### src/rtl/div_sequencer_pkg.sv
// rtl/div_sequencer_pkg.sv - shared state encodings and constants for the signed divide sequencer
package div_sequencer_pkg;

    typedef enum logic [1:0] {
        S_IDLE  = 2'd0,
        S_START = 2'd1,
        S_RUN   = 2'd2,
        S_DONE  = 2'd3
    } div_state_e;

    localparam int          DIV_ITER = 32;
    localparam logic [31:0] INT_MIN  = 32'h8000_0000;

    // The only signed quotient that does not fit: INT_MIN / -1.
    function automatic logic is_overflow(input logic [31:0] a, input logic [31:0] b);
        return (a == INT_MIN) && (b == 32'hFFFF_FFFF);
    endfunction

endpackage

### src/rtl/div_reg.sv
// rtl/div_reg.sv - enabled register with synchronous clear; clear wins over enable
module div_reg #(
    parameter int W = 32
) (
    input  logic         clock,
    input  logic         clr,
    input  logic         en,
    input  logic [W-1:0] d,
    output logic [W-1:0] q
);

    always_ff @(posedge clock) begin
        if (clr) begin
            q <= '0;
        end else if (en) begin
            q <= d;
        end
    end

endmodule

### src/rtl/div_sign_fix.sv
// rtl/div_sign_fix.sv - conditional two's complement negation (magnitude in, sign-corrected out)
module div_sign_fix #(
    parameter int WIDTH = 32
) (
    input  logic [WIDTH-1:0] value_i,
    input  logic             neg_i,
    output logic [WIDTH-1:0] value_o
);

    assign value_o = neg_i ? (~value_i + WIDTH'(1)) : value_i;

endmodule

### src/rtl/div_sequencer.sv
// rtl/div_sequencer.sv - control FSM sequencing the 32-iteration restoring divider for signed DIV
module div_sequencer
    import div_sequencer_pkg::*;
#(
    parameter int WIDTH = 32,
    parameter int ITER  = DIV_ITER,
    parameter int CNT_W = 5
) (
    input  logic             clock,
    input  logic             reset,
    input  logic             ctrl_DIV,
    input  logic [WIDTH-1:0] data_operandA,
    input  logic [WIDTH-1:0] data_operandB,
    input  logic [WIDTH-1:0] div_quotient,
    input  logic [WIDTH-1:0] div_remainder,
    output logic [WIDTH-1:0] div_dividend,
    output logic [WIDTH-1:0] div_divisor,
    output logic             div_start,
    output logic             div_result_rdy,
    output logic [WIDTH-1:0] data_result,
    output logic [WIDTH-1:0] data_remainder,
    output logic             data_exception,
    output logic             data_resultRDY,
    output logic             busy
);

    div_state_e       state_q;
    logic [CNT_W-1:0] cnt_q;
    logic             start_q;
    logic             result_rdy_q;
    logic             done_q;
    logic             busy_q;

    logic             b_zero;
    logic             last_iter;
    logic             cap_run;
    logic             cap_en;
    logic             sign_a_q;
    logic             sign_b_q;
    logic             ovf_d;
    logic             ovf_q;
    logic             exc_d;
    logic [WIDTH-1:0] mag_a_d;
    logic [WIDTH-1:0] mag_b_d;
    logic [WIDTH-1:0] quot_fix;
    logic [WIDTH-1:0] rem_fix;
    logic [WIDTH-1:0] result_d;
    logic [WIDTH-1:0] rem_d;

    assign b_zero    = (data_operandB == '0);
    assign ovf_d     = is_overflow(data_operandA, data_operandB);
    assign last_iter = (state_q == S_RUN) && (cnt_q == CNT_W'(ITER - 1));
    // A new request in the final RUN cycle aborts, so the stale quotient must not be captured.
    assign cap_run   = last_iter && !ctrl_DIV;
    assign cap_en    = cap_run || (ctrl_DIV && b_zero);
    assign result_d  = cap_run ? quot_fix : '0;
    assign rem_d     = cap_run ? rem_fix  : '0;
    assign exc_d     = cap_run ? ovf_q    : 1'b1;

    div_sign_fix #(.WIDTH(WIDTH)) u_mag_a (
        .value_i (data_operandA),
        .neg_i   (data_operandA[WIDTH-1]),
        .value_o (mag_a_d)
    );

    div_sign_fix #(.WIDTH(WIDTH)) u_mag_b (
        .value_i (data_operandB),
        .neg_i   (data_operandB[WIDTH-1]),
        .value_o (mag_b_d)
    );

    div_sign_fix #(.WIDTH(WIDTH)) u_quot_fix (
        .value_i (div_quotient),
        .neg_i   (sign_a_q ^ sign_b_q),
        .value_o (quot_fix)
    );

    div_sign_fix #(.WIDTH(WIDTH)) u_rem_fix (
        .value_i (div_remainder),
        .neg_i   (sign_a_q),
        .value_o (rem_fix)
    );

    div_reg #(.W(1)) u_sign_a (
        .clock (clock), .clr (reset), .en (ctrl_DIV),
        .d (data_operandA[WIDTH-1]), .q (sign_a_q)
    );

    div_reg #(.W(1)) u_sign_b (
        .clock (clock), .clr (reset), .en (ctrl_DIV),
        .d (data_operandB[WIDTH-1]), .q (sign_b_q)
    );

    div_reg #(.W(1)) u_ovf (
        .clock (clock), .clr (reset), .en (ctrl_DIV),
        .d (ovf_d), .q (ovf_q)
    );

    div_reg #(.W(WIDTH)) u_dividend (
        .clock (clock), .clr (reset), .en (ctrl_DIV),
        .d (mag_a_d), .q (div_dividend)
    );

    div_reg #(.W(WIDTH)) u_divisor (
        .clock (clock), .clr (reset), .en (ctrl_DIV),
        .d (mag_b_d), .q (div_divisor)
    );

    div_reg #(.W(WIDTH)) u_result (
        .clock (clock), .clr (reset), .en (cap_en),
        .d (result_d), .q (data_result)
    );

    div_reg #(.W(WIDTH)) u_remainder (
        .clock (clock), .clr (reset), .en (cap_en),
        .d (rem_d), .q (data_remainder)
    );

    div_reg #(.W(1)) u_exception (
        .clock (clock), .clr (reset), .en (cap_en),
        .d (exc_d), .q (data_exception)
    );

    // Every strobe is registered against the state being entered, so it is high exactly
    // while the FSM sits in that state.
    always_ff @(posedge clock) begin
        if (reset) begin
            state_q      <= S_IDLE;
            cnt_q        <= '0;
            start_q      <= 1'b0;
            result_rdy_q <= 1'b0;
            done_q       <= 1'b0;
            busy_q       <= 1'b0;
        end else if (ctrl_DIV) begin
            cnt_q        <= '0;
            result_rdy_q <= 1'b0;
            if (b_zero) begin
                state_q <= S_DONE;
                start_q <= 1'b0;
                done_q  <= 1'b1;
                busy_q  <= 1'b0;
            end else begin
                state_q <= S_START;
                start_q <= 1'b1;
                done_q  <= 1'b0;
                busy_q  <= 1'b1;
            end
        end else begin
            case (state_q)
                S_START: begin
                    state_q      <= S_RUN;
                    cnt_q        <= '0;
                    start_q      <= 1'b0;
                    result_rdy_q <= (ITER == 1);
                    busy_q       <= 1'b1;
                end
                S_RUN: begin
                    if (last_iter) begin
                        state_q      <= S_DONE;
                        cnt_q        <= '0;
                        result_rdy_q <= 1'b0;
                        done_q       <= 1'b1;
                        busy_q       <= 1'b0;
                    end else begin
                        cnt_q        <= cnt_q + CNT_W'(1);
                        result_rdy_q <= (cnt_q == CNT_W'(ITER - 2));
                    end
                end
                S_DONE: begin
                    state_q <= S_IDLE;
                    done_q  <= 1'b0;
                end
                default: begin
                    state_q <= S_IDLE;
                end
            endcase
        end
    end

    assign div_start      = start_q;
    assign div_result_rdy = result_rdy_q;
    assign data_resultRDY = done_q;
    assign busy           = busy_q;

endmodule

### config.mk
export PLATFORM = sky130hd
export DESIGN_NAME = div_sequencer
export DESIGN_NICKNAME = d
export VERILOG_FILES = /design/src/rtl/div_sequencer_pkg.sv /design/src/rtl/div_reg.sv /design/src/rtl/div_sign_fix.sv /design/src/rtl/div_sequencer.sv
export SDC_FILE = /design/constraint.sdc
export NUM_CORES = 1
export LEC_CHECK = 0
export ABC_AREA = 0
export CORE_AREA = 2 2 165 167
export DETAILED_ROUTE_END_ITERATION = 10
export DIE_AREA = 0 0 167 169
export HOLD_SLACK_MARGIN = 0.03
export MAX_ROUTING_LAYER = met4
export SYNTH_ARGS = -nofsm -noshare
export SYNTH_HDL_FRONTEND = slang
export SYNTH_HIERARCHICAL = 1
export SYNTH_SLANG_ARGS = --single-unit
### constraint.sdc
create_clock -name clock -period 2.1 [get_ports clock]
set_input_delay 0.42 -clock clock [delete_from_list [all_inputs] [get_ports clock]]
set_output_delay 0.42 -clock clock [all_outputs]
set_load 0.01 [all_outputs]
# After elaboration in Yosys (flattened, before gate mapping)
# Index checks and enable logic that the tools add are counted.
# op_classes
muxes	25
order_cmp	0
shifts	0
bitwise	5
mul	0
div_mod_pow	0
n_addsub	5
n_reduce_logical	14
eq_ne	8
# ops
op	n
32-bit 2-to-1 mux	6
32-bit by 1-bit adder with 32-bit output (second input constant)	4
32-bit inverter	4
32-bit equality test (second input constant)	2
32-bit zero test	1
5-bit equality test (second input constant)	2
1-bit 2-to-1 mux	10
5-bit case mux with 2 select lines	1
2-bit 2-to-1 mux	3
1-bit case mux with 2 select lines	3
3-bit nonzero test	2
5-bit by 1-bit adder with 5-bit output (second input constant)	1
5-bit 2-to-1 mux	1
2-bit equality test (second input constant)	2
1-bit logical AND	4
2-bit case mux with 2 select lines	1
2-bit AND reduction	2
2-bit nonzero test	2
3-bit inequality test (second input constant)	1
2-bit by 1-bit equality test with 1-bit output (second input constant)	1
2-bit OR reduction	1
1-bit zero test	1
1-bit logical OR	1
1-bit bitwise XOR	1
# word_totals
rom_bits	0
output_inout_bits	133
reg_bits	143
latch_bits	0
n_memories	0
mem_bits_rw	0

# Depth between registers and ports, before layout
# depth
word_depth	5
depth_mapped	9
depth_no_buf	9

# By module
# The synthesis kept the hierarchy.
# modules_own_cells
mod	seq_area_each_um2	cells_each	instances	area_per_inst_um2
div_reg (u_dividend ...)	640.6	103	4	1163.6
div_sign_fix	0.0	99	4	777.0
div_sequencer	220.2	176	1	1229.9
div_reg (u_exception ...)	20.0	3	4	33.8

# Worst setup path before layout
# Ideal clock, no wire load.
# synth_timing
path_kind	input port to flip-flop
startpoint	input data_operandB[2]
endpoint	register u_remainder.q[0]
path_stages	8
required_ns	1.972
setup_ns	0.128
arrival_ns	1.916
path_buffers	2
setup_slack_ns	0.057
cell_sequence	nor4_1 > nand4_1 > or3_4 > o21ai_0 > buf_6 > buf_12 > mux2i_1 > nor2_1
# synth_between
elab_chain_len	3
# synth_lines
item	line_no	text
start: declaration	div_sequencer.sv:13	input logic [WIDTH-1:0] data_operandB,
32-bit zero test	div_sequencer.sv:50	assign b_zero = (data_operandB == '0);
1-bit logical AND	div_sequencer.sv:55	assign cap_en = cap_run || (ctrl_DIV && b_zero);
1-bit logical OR	div_sequencer.sv:55	
net cap_en	div_sequencer.sv:37	logic cap_en;
end signal: assignment	div_reg.sv:14	q <= '0;
end signal: assignment	div_reg.sv:16	q <= d;
end: declaration	div_reg.sv:9	output logic [W-1:0] q
# The timed path passes the listed nets, and every way through them passes these cells.
# A chain may end at the register's enable or synchronous reset.

# Final worst setup path
# layout_timing
startpoint	input div_quotient[18]
endpoint	register u_result.q[27]
# layout_between
elab_chain_len	4
# layout_lines
item	line_no	text
start: declaration	div_sequencer.sv:14	input logic [WIDTH-1:0] div_quotient,
32-bit inverter	div_sign_fix.sv:10	assign value_o = neg_i ? (~value_i + WIDTH'(1)) : value_i;
32-bit by 1-bit adder with 32-bit output	div_sign_fix.sv:10	
32-bit 2-to-1 mux	div_sign_fix.sv:10	
net quot_fix[27]	div_sequencer.sv:45	logic [WIDTH-1:0] quot_fix;
32-bit 2-to-1 mux	div_sequencer.sv:56	assign result_d = cap_run ? quot_fix : '0;
net result_d[27]	div_sequencer.sv:47	logic [WIDTH-1:0] result_d;
end signal: assignment	div_reg.sv:14	
end signal: assignment	div_reg.sv:16	
end: declaration	div_reg.sv:9	
# The timed path passes the listed nets, and every way through them passes these cells.

==> flow_metrics.py <==
metrics = {
    "status": {
        "status": "finished with violations",
        "violations": "negative setup slack",
    },
    "floorplan": {
        "die_height_um": 169,
        "io_pins": 264,
        "die_w_um": 167,
        "initial_core_util_pct": 34.4,
        "coreArea_mm2": 0.0265,
        "rows": 60,
        "dieArea_mm2": 0.0282,
    },
    "critical_path": {
        "crit_buf_inv": 1,
        "r2r-start": "cnt_q[0]$_SDFFE_PP0N_",
        "crit_path_max_fanout": 5,
        "r2r_cells": 10,
        "reg2reg_to": "u_remainder/q[14]$_SDFFE_PP0P_",
        "critPathLaunchType": "input port",
        "cp_top_family": "simple AND/OR/NAND/NOR gates",
        "worstPathArrival_ps": 2380,
        "path_cells": "clkdlybuf4s50_1, nor4_4, nand4b_4, o41ai_4, xnor2_1, and2_1, mux2i_1, nor2_1",
        "cp.required_ps": 2380,
        "reg2reg_slack_ps": 100,
        "path_class": "in2reg",
        "end_kind": "flop",
        "crit_path_top_delay_cell": "clkdlybuf4s50_1",
        "critPathMaxStageDelay_ps": 470,
    },
    "flow_run": {
        "drv_cap": 0,
    },
    "drt": {
        "routed_wl_um": 30200,
        "viasPerCell": 4.94,
        "first_pass_iters": 5,
        "vias": 8984,
        "first_iter_violations": 474,
        "wl_per_cell_um": 16.6,
        "ant_nets": 0,
        "drcViolationCount": 0,
    },
    "global_routing": {
        "overflow": 0,
        "gr-usage-all-layers_pct": 20.5,
        "grt_pass1_wl_um": 45300,
        "grt_pass1_vias": 8605,
        "grt_max_degree": 138,
        "antenna_found_initial": 0,
    },
    "clock_network": {
        "cts_buffer_depth": 2,
        "cts.clk_slew.worst_paths_ps": 60,
        "cts_tree": "yes",
        "clk_latency_ps": 420,
        "cts-root-buf": "clkbuf_16",
        "cts_made_buffers": 17,
        "cts.sinks": 143,
        "cts_max_level": 4,
    },
    "yosys": {
        "ys_seq_area_share_pct": 31.4,
        "synthFlopType": "dfxtp_1",
        "synthArstFlopShare_pct": 0,
        "ys_types": 44,
        "syn-num-nets": 1137,
        "netlist_instances": 996,
        "syn_avg_cell_area_um2": 9.16,
        "synth_area_mm2": 0.00913,
        "ys_ff_latch": 143,
        "ys.warnings.count": 6,
        "synth_edf_count": 0,
    },
    "timing": {
        "fin_crit_ps": 2100,
        "worstMarginPinSlew_ps": 670,
        "finalHoldViolations": 0,
        "rsz0062_at_grt": "yes",
        "layout_setup_ws_ps": -2.21,
        "finalSetupViolCount": 1,
        "fin_crit_sh_pct": 100,
        "max_slew_margin_pct": 55.3,
        "fmax_mhz": 476,
        "final_max_slew_viol_count": 0,
        "skew_ps": 11.2,
    },
    "placed_design": {
        "dpl_worst_slack_ps": -569,
        "routabilityCongestion": 0.880,
        "numPortBuffers": 263,
        "dp_hpwl_um": 20900,
    },
    "final_layout": {
        "area_delta_synth_final_pct": 63.0,
        "layout_common_cells": "buf_4, clkdlybuf4s50_1, nor2_1",
        "layout-drive-gt1-share_pct": 25.2,
        "fillCellCount": 2373,
        "final_util_pct": 56.1,
        "insertedDiodeCount": 0,
        "final_common_cell": "buf_4",
        "nets": 1604,
    },
    "pwr": {
        "p_per_area_mw_per_mm2": 512,
        "power_uw": 7620,
        "power.leakage_uw": 0.00606,
        "peakVddDrop_mv": 0.454,
    },
    "min_path": {
        "min-delay-start": "u_ovf/q$_SDFFE_PP0P_",
        "holdCritPathClass": "reg2reg",
        "min_to": "u_ovf/q$_SDFFE_PP0P_",
        "min_path_cells": 2,
    },
}
-- worst max-delay path by stage --
stage,start,to,cells after the start
2_1_floorplan,data_operandB[2],u_remainder/q[0]$_SDFFE_PP0P_,8
3_3_place_gp,data_operandA[21],u_ovf/q$_SDFFE_PP0P_,8
3_5_place_dp,data_operandA[21],u_ovf/q$_SDFFE_PP0P_,8
4_1_cts,data_operandB[0],u_divisor/q[30]$_SDFFE_PP0P_,11
5_1_grt,div_remainder[2],u_remainder/q[21]$_SDFFE_PP0P_,9
6_report,div_quotient[18],u_result/q[27]$_SDFFE_PP0P_,8
-- layer usage --
| layer | wire length, µm | vias to the layer above | GRT usage (%) |
|---|---|---|---|
| met2 | 14400 | 250 | 33.1 |
| met4 | 535 | 0 | 5.85 |
| li1 | - | 4475 | - |
| met3 | 1730 | 27 | 4.42 |
| met1 | 13600 | 4232 | 25.8 |
| met5 | 0 | - | - |
-- cells in the mapped netlist (16+ instances only) --
master    instances  area, µm²
dfxtp_1         143       2860
nor2_1          143        537
mux2i_1         132       1320
xnor2_1         120       1050
and2_1           65        407
nand2_1          50        188
o21ai_0          43        215
o31ai_1          32        240
clkbuf_1         25       93.8
nand4_1          23        144
nor4_1           22        138
o41ai_1          20        175
nor4_4           16        340
o41ai_2          16        260
-- kinds of logic (layout without fill, tap and decap cells) --
logic type / count (synthesis) / count (layout) / synth area share (%)
AOI/OAI and AO/OA: 124 / 124 / 10.6
adders and majority gates: 10 / 10 / 1.37
and+or+nand+nor: 400 / 402 / 25.3
buffers and inverters: 66 / 544 / 5.35
muxes: 132 / 132 / 14.5
xor gates and xnor gates: 121 / 121 / 11.6
DFF: 143 / 143 / 31.4
-- flip-flops by register name, summed over array words and instances (netlist names) --
name and cells:
cnt_q 5, div_result_rdy 1, busy 1, u_remainder/q 32, u_sign_b/q 1, u_divisor/q 32, data_resultRDY 1, u_dividend/q 32
u_ovf/q 1, div_start 1, u_result/q 32, u_exception/q 1, state_q 2, u_sign_a/q 1
-- worst register-to-register path, cell delays in order, from the launching register on --
cell and delay (ps):
dfxtp_2 350, ha_4 140, and3_4 190, ha_4 160, nand2_8 90, buf_6 150
o21ai_4 160, buf_12 190, clkbuf_16 190, mux2i_1 190, nor2_1 70
-- repair_timing --
| action | 4_1_cts | 5_1_grt |
|---|---|---|
| gates resized for setup | 21 | 131 |
| endpoints found under the hold margin | 0 | 0 |
| cloned | 2 | 5 |
| pin swaps | 9 | 33 |
| setup endpoints to repair | 71 | 95 |
| hold buffers | 0 | 0 |
| buffers inserted | 4 | 15 |
-- where the power goes --
group	internal (µW)	leakage, µW	switching, µW
sequential	2820	0.00117	59.0
combinational	975	0.00463	807
clock	1660	0.000269	1300
total	5450	0.00606	2160
-- per-stage QoR --
stage | hold WS (ps) | cell area, µm² | setup TNS [ps] | std cells
6_report | 488 | 14900 | -2.21 | 1817
5_1_grt | 521 | 14900 | -306 | 1817
4_1_cts | 493 | 14100 | -10.8 | 1797
3_5_place_dp | 477 | 13400 | -46110 | 1759
3_3_place_gp | 468 | 13400 | -45780 | 1759
2_1_floorplan | 454 | 9130 | 0 | 996
-- area by class of cell --
type | instances | area [µm²] | area share (%)
multi-input cells | 789 | 6260 | 42.1
inverters | 13 | 48.8 | 0.328
clock buffers | 19 | 443 | 2.98
flip-flops and latches | 143 | 2870 | 19.3
clock inverters | 13 | 113 | 0.757
repair buffers | 499 | 4720 | 31.7
well taps | 341 | 427 | 2.87
No activity file was read; power rests on OpenSTA's default activity.
